File: src/rtl/idli_alu_m.sv
// Nibble-serial 16-bit ALU: four cycles per operation, LSB nibble first, registered {N,Z,C}.
// Optional macro IDLI_ALU_CARRY_IN_EN: ADC/SBC take flag C as the nibble-0 carry-in.
module idli_alu_m (
  input  logic       i_alu_gck,
  input  logic       i_alu_rst,
  input  logic       i_alu_start,
  input  logic [2:0] i_alu_op,
  input  logic       i_alu_wr_req,
  output logic       o_alu_ready,
  input  logic [3:0] i_alu_lhs_data,
  input  logic [3:0] i_alu_rhs_data,
  output logic       o_alu_wr_en,
  output logic [3:0] o_alu_wr_data,
  output logic       o_alu_done,
  output logic [2:0] o_alu_flags
);

  typedef enum logic {StIdle, StRun} state_e;

  localparam logic [2:0] OpAdd  = 3'd0;
  localparam logic [2:0] OpSub  = 3'd1;
  localparam logic [2:0] OpAnd  = 3'd2;
  localparam logic [2:0] OpOr   = 3'd3;
  localparam logic [2:0] OpXor  = 3'd4;
  localparam logic [2:0] OpAndn = 3'd5;
  localparam logic [2:0] OpAdc  = 3'd6;
  localparam logic [2:0] OpSbc  = 3'd7;

  state_e     state_q, state_d;
  logic [1:0] cnt_q, cnt_d;
  logic       carry_q, carry_d;
  logic       zero_q, zero_d;
  logic [2:0] op_q, op_d;
  logic       wr_req_q, wr_req_d;
  logic [2:0] flags_q, flags_d;

  logic       run;
  logic       last;
  logic       accept;
  logic       sub_op;
  logic       cin0;
  logic       cin;
  logic [3:0] rhs_eff;
  logic [4:0] sum;
  logic [3:0] res;
  logic       cout;
  logic       zero_acc;

  always_comb begin
    run    = (state_q == StRun);
    last   = run && (cnt_q == 2'd3);
    accept = i_alu_start && (!run || last);
    sub_op = (op_q == OpSub) || (op_q == OpSbc);

`ifdef IDLI_ALU_CARRY_IN_EN
    cin0 = ((op_q == OpAdc) || (op_q == OpSbc)) ? flags_q[0] : sub_op;
`else
    cin0 = sub_op;
`endif

    cin     = (cnt_q == 2'd0) ? cin0 : carry_q;
    rhs_eff = sub_op ? ~i_alu_rhs_data : i_alu_rhs_data;
    sum     = {1'b0, i_alu_lhs_data} + {1'b0, rhs_eff} + {4'b0000, cin};

    res  = sum[3:0];
    cout = sum[4];
    case (op_q)
      OpAnd: begin
        res  = i_alu_lhs_data & i_alu_rhs_data;
        cout = 1'b0;
      end
      OpOr: begin
        res  = i_alu_lhs_data | i_alu_rhs_data;
        cout = 1'b0;
      end
      OpXor: begin
        res  = i_alu_lhs_data ^ i_alu_rhs_data;
        cout = 1'b0;
      end
      OpAndn: begin
        res  = i_alu_lhs_data & ~i_alu_rhs_data;
        cout = 1'b0;
      end
      default: ;
    endcase

    // Z accumulates across nibbles; nibble 0 starts a fresh operation.
    zero_acc = (res == 4'h0) && ((cnt_q == 2'd0) || zero_q);
  end

  always_comb begin
    state_d  = state_q;
    cnt_d    = cnt_q;
    carry_d  = carry_q;
    zero_d   = zero_q;
    op_d     = op_q;
    wr_req_d = wr_req_q;
    flags_d  = flags_q;

    if (run) begin
      cnt_d   = cnt_q + 2'd1;
      carry_d = cout;
      zero_d  = zero_acc;
      if (last) begin
        state_d = StIdle;
        flags_d = {res[3], zero_acc, cout};
      end
    end

    if (accept) begin
      state_d  = StRun;
      cnt_d    = 2'd0;
      op_d     = i_alu_op;
      wr_req_d = i_alu_wr_req;
    end
  end

  always_ff @(posedge i_alu_gck or posedge i_alu_rst) begin
    if (i_alu_rst) begin
      state_q  <= StIdle;
      cnt_q    <= 2'd0;
      carry_q  <= 1'b0;
      zero_q   <= 1'b0;
      op_q     <= 3'd0;
      wr_req_q <= 1'b0;
      flags_q  <= 3'b000;
    end else begin
      state_q  <= state_d;
      cnt_q    <= cnt_d;
      carry_q  <= carry_d;
      zero_q   <= zero_d;
      op_q     <= op_d;
      wr_req_q <= wr_req_d;
      flags_q  <= flags_d;
    end
  end

  assign o_alu_ready   = !run || last;
  assign o_alu_wr_en   = run && wr_req_q;
  assign o_alu_wr_data = run ? res : 4'h0;
  assign o_alu_done    = last;
  assign o_alu_flags   = flags_q;

endmodule

File: config.mk
export PLATFORM = sky130hd
export DESIGN_NAME = idli_alu_m
export DESIGN_NICKNAME = d
export VERILOG_FILES = /design/src/rtl/idli_alu_m.sv
export SDC_FILE = /design/constraint.sdc
export NUM_CORES = 1
export LEC_CHECK = 0
export CAP_MARGIN = 25
export CORE_ASPECT_RATIO = 0.75
export CORE_UTILIZATION = 50
export CTS_CLUSTER_DIAMETER = 100
export CTS_CLUSTER_SIZE = 12
export DETAILED_ROUTE_END_ITERATION = 10
export GPL_ROUTABILITY_DRIVEN = 1
export GPL_TIMING_DRIVEN = 0
export PLACE_DENSITY = 0.79
export SLEW_MARGIN = 25
export SYNTH_ARGS = -nofsm -noshare
export SYNTH_HDL_FRONTEND = slang
export SYNTH_SLANG_ARGS = --single-unit
File: constraint.sdc
create_clock -name i_alu_gck -period 4.2 [get_ports i_alu_gck]
set_input_delay 1.26 -clock i_alu_gck [delete_from_list [all_inputs] [get_ports i_alu_gck]]
set_output_delay 1.26 -clock i_alu_gck [all_outputs]
set_load 0.1 [all_outputs]
==> flow_summary_export.csv, run 1 <==
group,metric,value,unit
logic_synthesis,synthCells,116,
clock_tree,cts_buffers,3,
logic_synthesis,yosys.area_share.simple,26.44,%
logic_synthesis,synth-compound-area-share,13.72,%
detailed_routing,vias,976,
grt,grt_pass1_vias,980,
clock_tree,numClockSinks,12,
grt,grt_pass1_wl,4.491,mm
logic_synthesis,syn_area_per_cell,9.751,µm²
logic_synthesis,synth_cell_types,44,
run_status,outcome,"complete, but fails checks",
die,core,2067,µm²
logic_synthesis,syn_area,1131,µm²
worst_setup_path,arrival,2.92,ns
logic_synthesis,async_reset_ff_share,100.0,%
die,die_area,2458,µm²
logic_synthesis,synthXorXnorAreaFrac,5.420,%
hold_path,hp-class,"flop to flop",
clock_tree,postCtsHoldBufs,0,
logic_synthesis,yosysSeqAreaShare,26.55,%
detailed_routing,drt_first_pass_iters,7,
worst_setup_path,cp-end-kind,"primary output",
timing,slew_violations,0,
timing,fin_crit_sh,99.49,%
logic_synthesis,yosysTopAreaCellShare,26.55,%
logic_synthesis,syn_nets,142,
grt,grt_usage,24.98,%
flow_run,maxCapViolations,0,
layout,nFillCells,151,
worst_setup_path,start_kind,"input pin",
detailed_routing,wl,2.678,mm
logic_synthesis,synth.most_common_cell,"inv_1",
grt,grt-ovfl-total,0,
timing,rsz0062_at_grt,"yes",
logic_synthesis,synth_area_leaders,"dfrtp_1 27%, ha_1 10%, mux2_2 6.0%",
logic_synthesis,synth_top_family_by_area,"simple AND/OR/NAND/NOR gates",
detailed_routing,top_layer_used,"met4",
run_status,violations,"design-rule violations",
worst_setup_path,worstSetupPathType,"input pin to primary output",
layout,diodes,0,
clock_tree,htree_levels,1,
die,die_h,43.19,µm
grt,grt_max_degree,13,
die,io_pins,25,
clock_tree,cts.reportedPaths.clkPinSlew,0.07,ns
timing,slew_headroom,35.43,%
logic_synthesis,ys.flop_type,"dfrtp_1",
layout,final_nets,178,
place,port_buffers,24,
detailed_routing,met2_length,1.258,mm
worst_setup_path,worstPathRequired,2.94,ns
place,gp_congestion,0.7971,
place,post-dp-hpwl,2.030,mm
die,rows,14,
timing,timing.fmax,239.3,MHz
logic_synthesis,synth_edf_count,0,
clock_tree,cts_tree,"done",
detailed_routing,ant_nets,0,
worst_setup_path,cp_max_fo,3,
detailed_routing,route.met3.wl,143,µm
worst_setup_path,r2r_setup_slack,1.02,ns
logic_synthesis,synth-adder-area-share,13.50,%
timing,setup_ws,0.02153,ns
detailed_routing,wl_per_cell,15.39,µm
clock_tree,clockRootBuffer,"clkbuf_4",
detailed_routing,met1Wirelength,1.237,mm
timing,worst_pin_slew,0.9655,ns
detailed_routing,drc_errors,6,
timing,finalSetupViolations,0,
die,start_util,54.72,%
detailed_routing,viasPerCell,5.609,
timing,final.setup_skew,0.001129,ns
timing,finalHoldViolCount,0,
clock_tree,clk_path_buf_depth,2,
clock_tree,insertion_delay,0.28,ns
die,die_w,56.92,µm
grt,antenna_found_initial,0,
logic_synthesis,synth_top_cell_by_area,"dfrtp_1",
logic_synthesis,ys_warn_count,0,
logic_synthesis,synthTopCellsByCount,"14 x inv_1, 12 x dfrtp_1, 9 x ha_1",
detailed_routing,drtIter0Drc,49,
logic_synthesis,ys_ff_latch,12,
place,dp_slack,-1.489,ns
logic_synthesis,synthMuxAreaShare,5.973,%
layout,syn_to_final_growth,39.38,%
layout,drive_gt1_share,38.00,%
timing,min_period,4.178,ns
-- final timing paths --
check                             startpoint                to  cells past startpoint
min in group asynchronous          i_alu_rst          wr_req_q                      2
setup / recovery           i_alu_rhs_data[0]  o_alu_wr_data[3]                      9
hold / removal                        zero_q            zero_q                      1
setup reg to reg                     op_q[2]            zero_q                     12
max in group asynchronous          i_alu_rst    o_alu_flags[0]                      2
hold reg to reg                       zero_q            zero_q                      1
-- layout by cell type, fill, tap and decap left out, drive strengths merged, types with 2 or more instances in the layout --
| cell type | netlist | routed |
|---|---|---|
| and3 | 2 | 2 |
| buf | 4 | 16 |
| dlygate4sd2 | 0 | 3 |
| nor3 | 2 | 2 |
| dfrtp | 12 | 12 |
| ha | 9 | 9 |
| mux2 | 6 | 6 |
| nor2b | 2 | 2 |
| inv | 14 | 14 |
| nor2 | 4 | 4 |
| clkdlybuf4s50 | 0 | 12 |
| a21oi | 2 | 2 |
| xor2 | 2 | 2 |
| nand2 | 5 | 5 |
| nand2b | 7 | 7 |
| or2b | 2 | 2 |
| clkbuf | 1 | 7 |
| xnor2 | 5 | 5 |
| o31ai | 2 | 2 |
| nand3 | 2 | 2 |
| and4bb | 3 | 3 |
| fa | 2 | 2 |
| o32a | 2 | 2 |
| a22oi | 3 | 3 |
| nand3b | 2 | 2 |
| and2 | 6 | 6 |
-- critical path, cell delays in order --
cell,delay [ns]
buf_8,0.08
inv_6,0.04
xnor2_4,0.12
fa_2,0.39
nand3b_1,0.21
a211oi_2,0.22
and4b_2,0.29
nor2_4,0.13
buf_12,0.18
-- final cells by class --
| type | instances | area [µm²] | share of cell area, % |
|---|---|---|---|
| Buffer | 5 | 42.54 | 2.698 |
| Tap cell | 24 | 30.03 | 1.905 |
| Sequential cell | 12 | 300.3 | 19.05 |
| Clock buffer | 3 | 22.52 | 1.429 |
| Inverter | 14 | 57.56 | 3.651 |
| Timing Repair Buffer | 31 | 309.0 | 19.60 |
| Multi-Input combinational cell | 85 | 814.5 | 51.67 |
-- stage by stage --
stage / hold slack (ns) / TNS (ns) / std cells / util [%] / instance area (µm²)
final: 0.5004 / 0 / 174 / 76.27 / 1577
after global routing: 0.5185 / -0.08684 / 174 / 76.27 / 1577
after CTS: 0.5044 / 0 / 171 / 74.58 / 1541
after detailed placement: 0.4879 / -5.414 / 164 / 68.22 / 1410
after global placement: 0.4780 / -5.096 / 164 / 68.22 / 1410
after floorplan: 0.4696 / 0 / 116 / - / 1140
-- kinds of logic (layout without fill, tap and decap cells) --
kind of cell    Yosys count  after routing
compound gates           18             18
xor+xnor                  7              7
fa+ha+maj                11             11
buf+inv                  19             53
flops                    12             12
mux                       6              6
simple gates             43             43
-- state kept, by name, summed over array words and instances (netlist names) --
signal       count
carry_q          1
op_q             3
cnt_q            2
o_alu_flags      3
run              1
zero_q           1
wr_req_q         1
-- per-layer routing --
layer | track usage, % | up-vias
li1 | - | 473
met1 | 31.38 | 461
met2 | 42.35 | 37
met3 | 6.402 | 5
met4 | 7.317 | 0
met5 | 0 | -
-- repair_timing --
action                     CTS  global route
setup endpoints to repair    4             3
cloned                       0             0
gates resized for setup     61            10
setup buffers                4             3
pin swaps                   11            10
Power of run 1 is not shown: default switching activity piles up to over one toggle a cycle in this logic, so the estimate is an artifact.
==> run 2: changes to the inputs <==
--- a/config.mk
+++ b/config.mk
@@ -7,13 +7,12 @@
 export LEC_CHECK = 0
 export CAP_MARGIN = 25
 export CORE_ASPECT_RATIO = 0.75
-export CORE_UTILIZATION = 50
+export CORE_UTILIZATION = 35
 export CTS_CLUSTER_DIAMETER = 100
 export CTS_CLUSTER_SIZE = 12
 export DETAILED_ROUTE_END_ITERATION = 10
 export GPL_ROUTABILITY_DRIVEN = 1
 export GPL_TIMING_DRIVEN = 0
-export PLACE_DENSITY = 0.79
 export SLEW_MARGIN = 25
 export SYNTH_ARGS = -nofsm -noshare
 export SYNTH_HDL_FRONTEND = slang
==> flow_summary_export.csv, run 2 (synthesis gave the netlist of run 1 again) <==
group,metric,value,unit
run_status,outcome,"finished clean",
grt,grt-ovfl-total,0,
timing,finalHoldViolCount,0,
layout,syn_to_final_growth,39.27,%
grt,grt_pass1_wl,4.022,mm
flow_run,maxCapViolations,0,
clock_tree,cts_buffers,3,
hold_path,hold_path_end,"o_alu_flags[2]",
die,core,2999,µm²
worst_setup_path,crit_path_start,"i_alu_rhs_data[2]",
timing,fin_crit_sh,99.25,%
die,rows,17,
timing,timing.fmax,239.9,MHz
clock_tree,clockRootBuffer,"clkbuf_8",
layout,utilization,52.52,%
die,start_util,37.71,%
die,die_w,67.64,µm
die,die_h,51.23,µm
grt,grt_usage,15.93,%
detailed_routing,drt_first_pass_iters,4,
timing,rsz0062_at_grt,"yes",
layout,final_area,1575,µm²
layout,final_nets,174,
worst_setup_path,worstPathRequired,2.94,ns
timing,finalSetupViolations,0,
clock_tree,htree_levels,1,
grt,grt_max_degree,13,
detailed_routing,viasPerCell,5.000,
detailed_routing,drtIter0Drc,29,
layout,final_cell_mix,"12 x dfrtp_1, 12 x clkdlybuf4s50_1, 11 x inv_1",
place,dpl-instance-area,1428,µm²
timing,final.setup_skew,0.001882,ns
worst_setup_path,r2r_start,"op_q[2]",
place,gp_congestion,0.7938,
clock_tree,numClockSinks,12,
die,io_pins,25,
detailed_routing,wl_per_cell,13.14,µm
layout,diodes,0,
clock_tree,clk_path_buf_depth,2,
timing,worst_pin_slew,0.9720,ns
die,die_area,3465,µm²
place,post-dp-hpwl,1.878,mm
worst_setup_path,cp-end-kind,"primary output",
worst_setup_path,cp_max_fo,4,
timing,slew_violations,0,
detailed_routing,vias,925,
hold_path,hp-class,"flop to flop",
clock_tree,cts_tree,"done",
detailed_routing,drc_errors,0,
worst_setup_path,reg2reg_to,"zero_q",
detailed_routing,ant_nets,0,
clock_tree,insertion_delay,0.24,ns
clock_tree,cts.reportedPaths.clkPinSlew,0.05,ns
worst_setup_path,arrival,2.91,ns
worst_setup_path,r2r_setup_slack,1.16,ns
hold_path,hold_depth,1,
timing,slew_headroom,35.00,%
worst_setup_path,reg2regPathDepth,12,
clock_tree,postCtsHoldBufs,0,
grt,grt_pass1_vias,878,
worst_setup_path,start_kind,"input pin",
layout,drive_gt1_share,35.37,%
place,port_buffers,24,
worst_setup_path,worstSetupPathType,"input pin to primary output",
hold_path,hp-start,"o_alu_flags[2]",
detailed_routing,wl,2.430,mm
timing,min_period,4.169,ns
grt,antenna_found_initial,0,
run 2: worst max-delay path, stage by stage:
cell and delay (ns):
dlygate4sd2_1 0.27, xnor2_1 0.14, ha_1 0.34, nand3b_1 0.13
a211oi_2 0.19, and4b_2 0.28, nor2_4 0.11, buf_12 0.18
run 2: area by class of cell:
type	count	area [µm²]
repair buffers	27	279.0
multi-input cells	85	798.3
plain buffers	5	42.54
fillers	264	1424
inverters	14	52.55
well taps	38	47.55
flip-flops and latches	12	300.3
clock buffers	4	55.05
run 2: through the flow:
stage | setup TNS, ns | hold slack (ns) | worst slack, ns | cells
floorplan | 0 | 0.4696 | 0.02058 | 116
global placement | -5.168 | 0.4750 | -1.429 | 178
detailed placement | -5.253 | 0.4831 | -1.439 | 178
CTS | 0 | 0.4950 | 0.007194 | 184
global route | -0.05761 | 0.5134 | -0.05761 | 185
finish | 0 | 0.4877 | 0.03144 | 185
run 2: worst max path at each step:
stage / depth (start not counted) / to / slack [ns]
detailed placement: 10 / o_alu_wr_data[2] / -1.44
global route: 8 / o_alu_wr_data[3] / -0.06
finish: 8 / o_alu_wr_data[3] / 0.03
floorplan: 7 / o_alu_wr_data[3] / 0.02
global placement: 10 / o_alu_wr_data[2] / -1.43
CTS: 9 / o_alu_wr_data[1] / 0.007
run 2: timing repair:
item,CTS,global route
setup endpoints to repair,4,4
buffers inserted,2,1
resized for setup,59,3
endpoints found under the hold margin,0,0
pin swaps,7,4
run 2: layer usage:
metal	vias to the layer above	track usage [%]	part of all wire [%]
li1	469	-	-
met1	441	21.02	51
met2	15	26.07	46
met3	0	4.688	3.3
met4	0	2.128	0
met5	-	0	0
Power of run 2 is left out for the same reason.
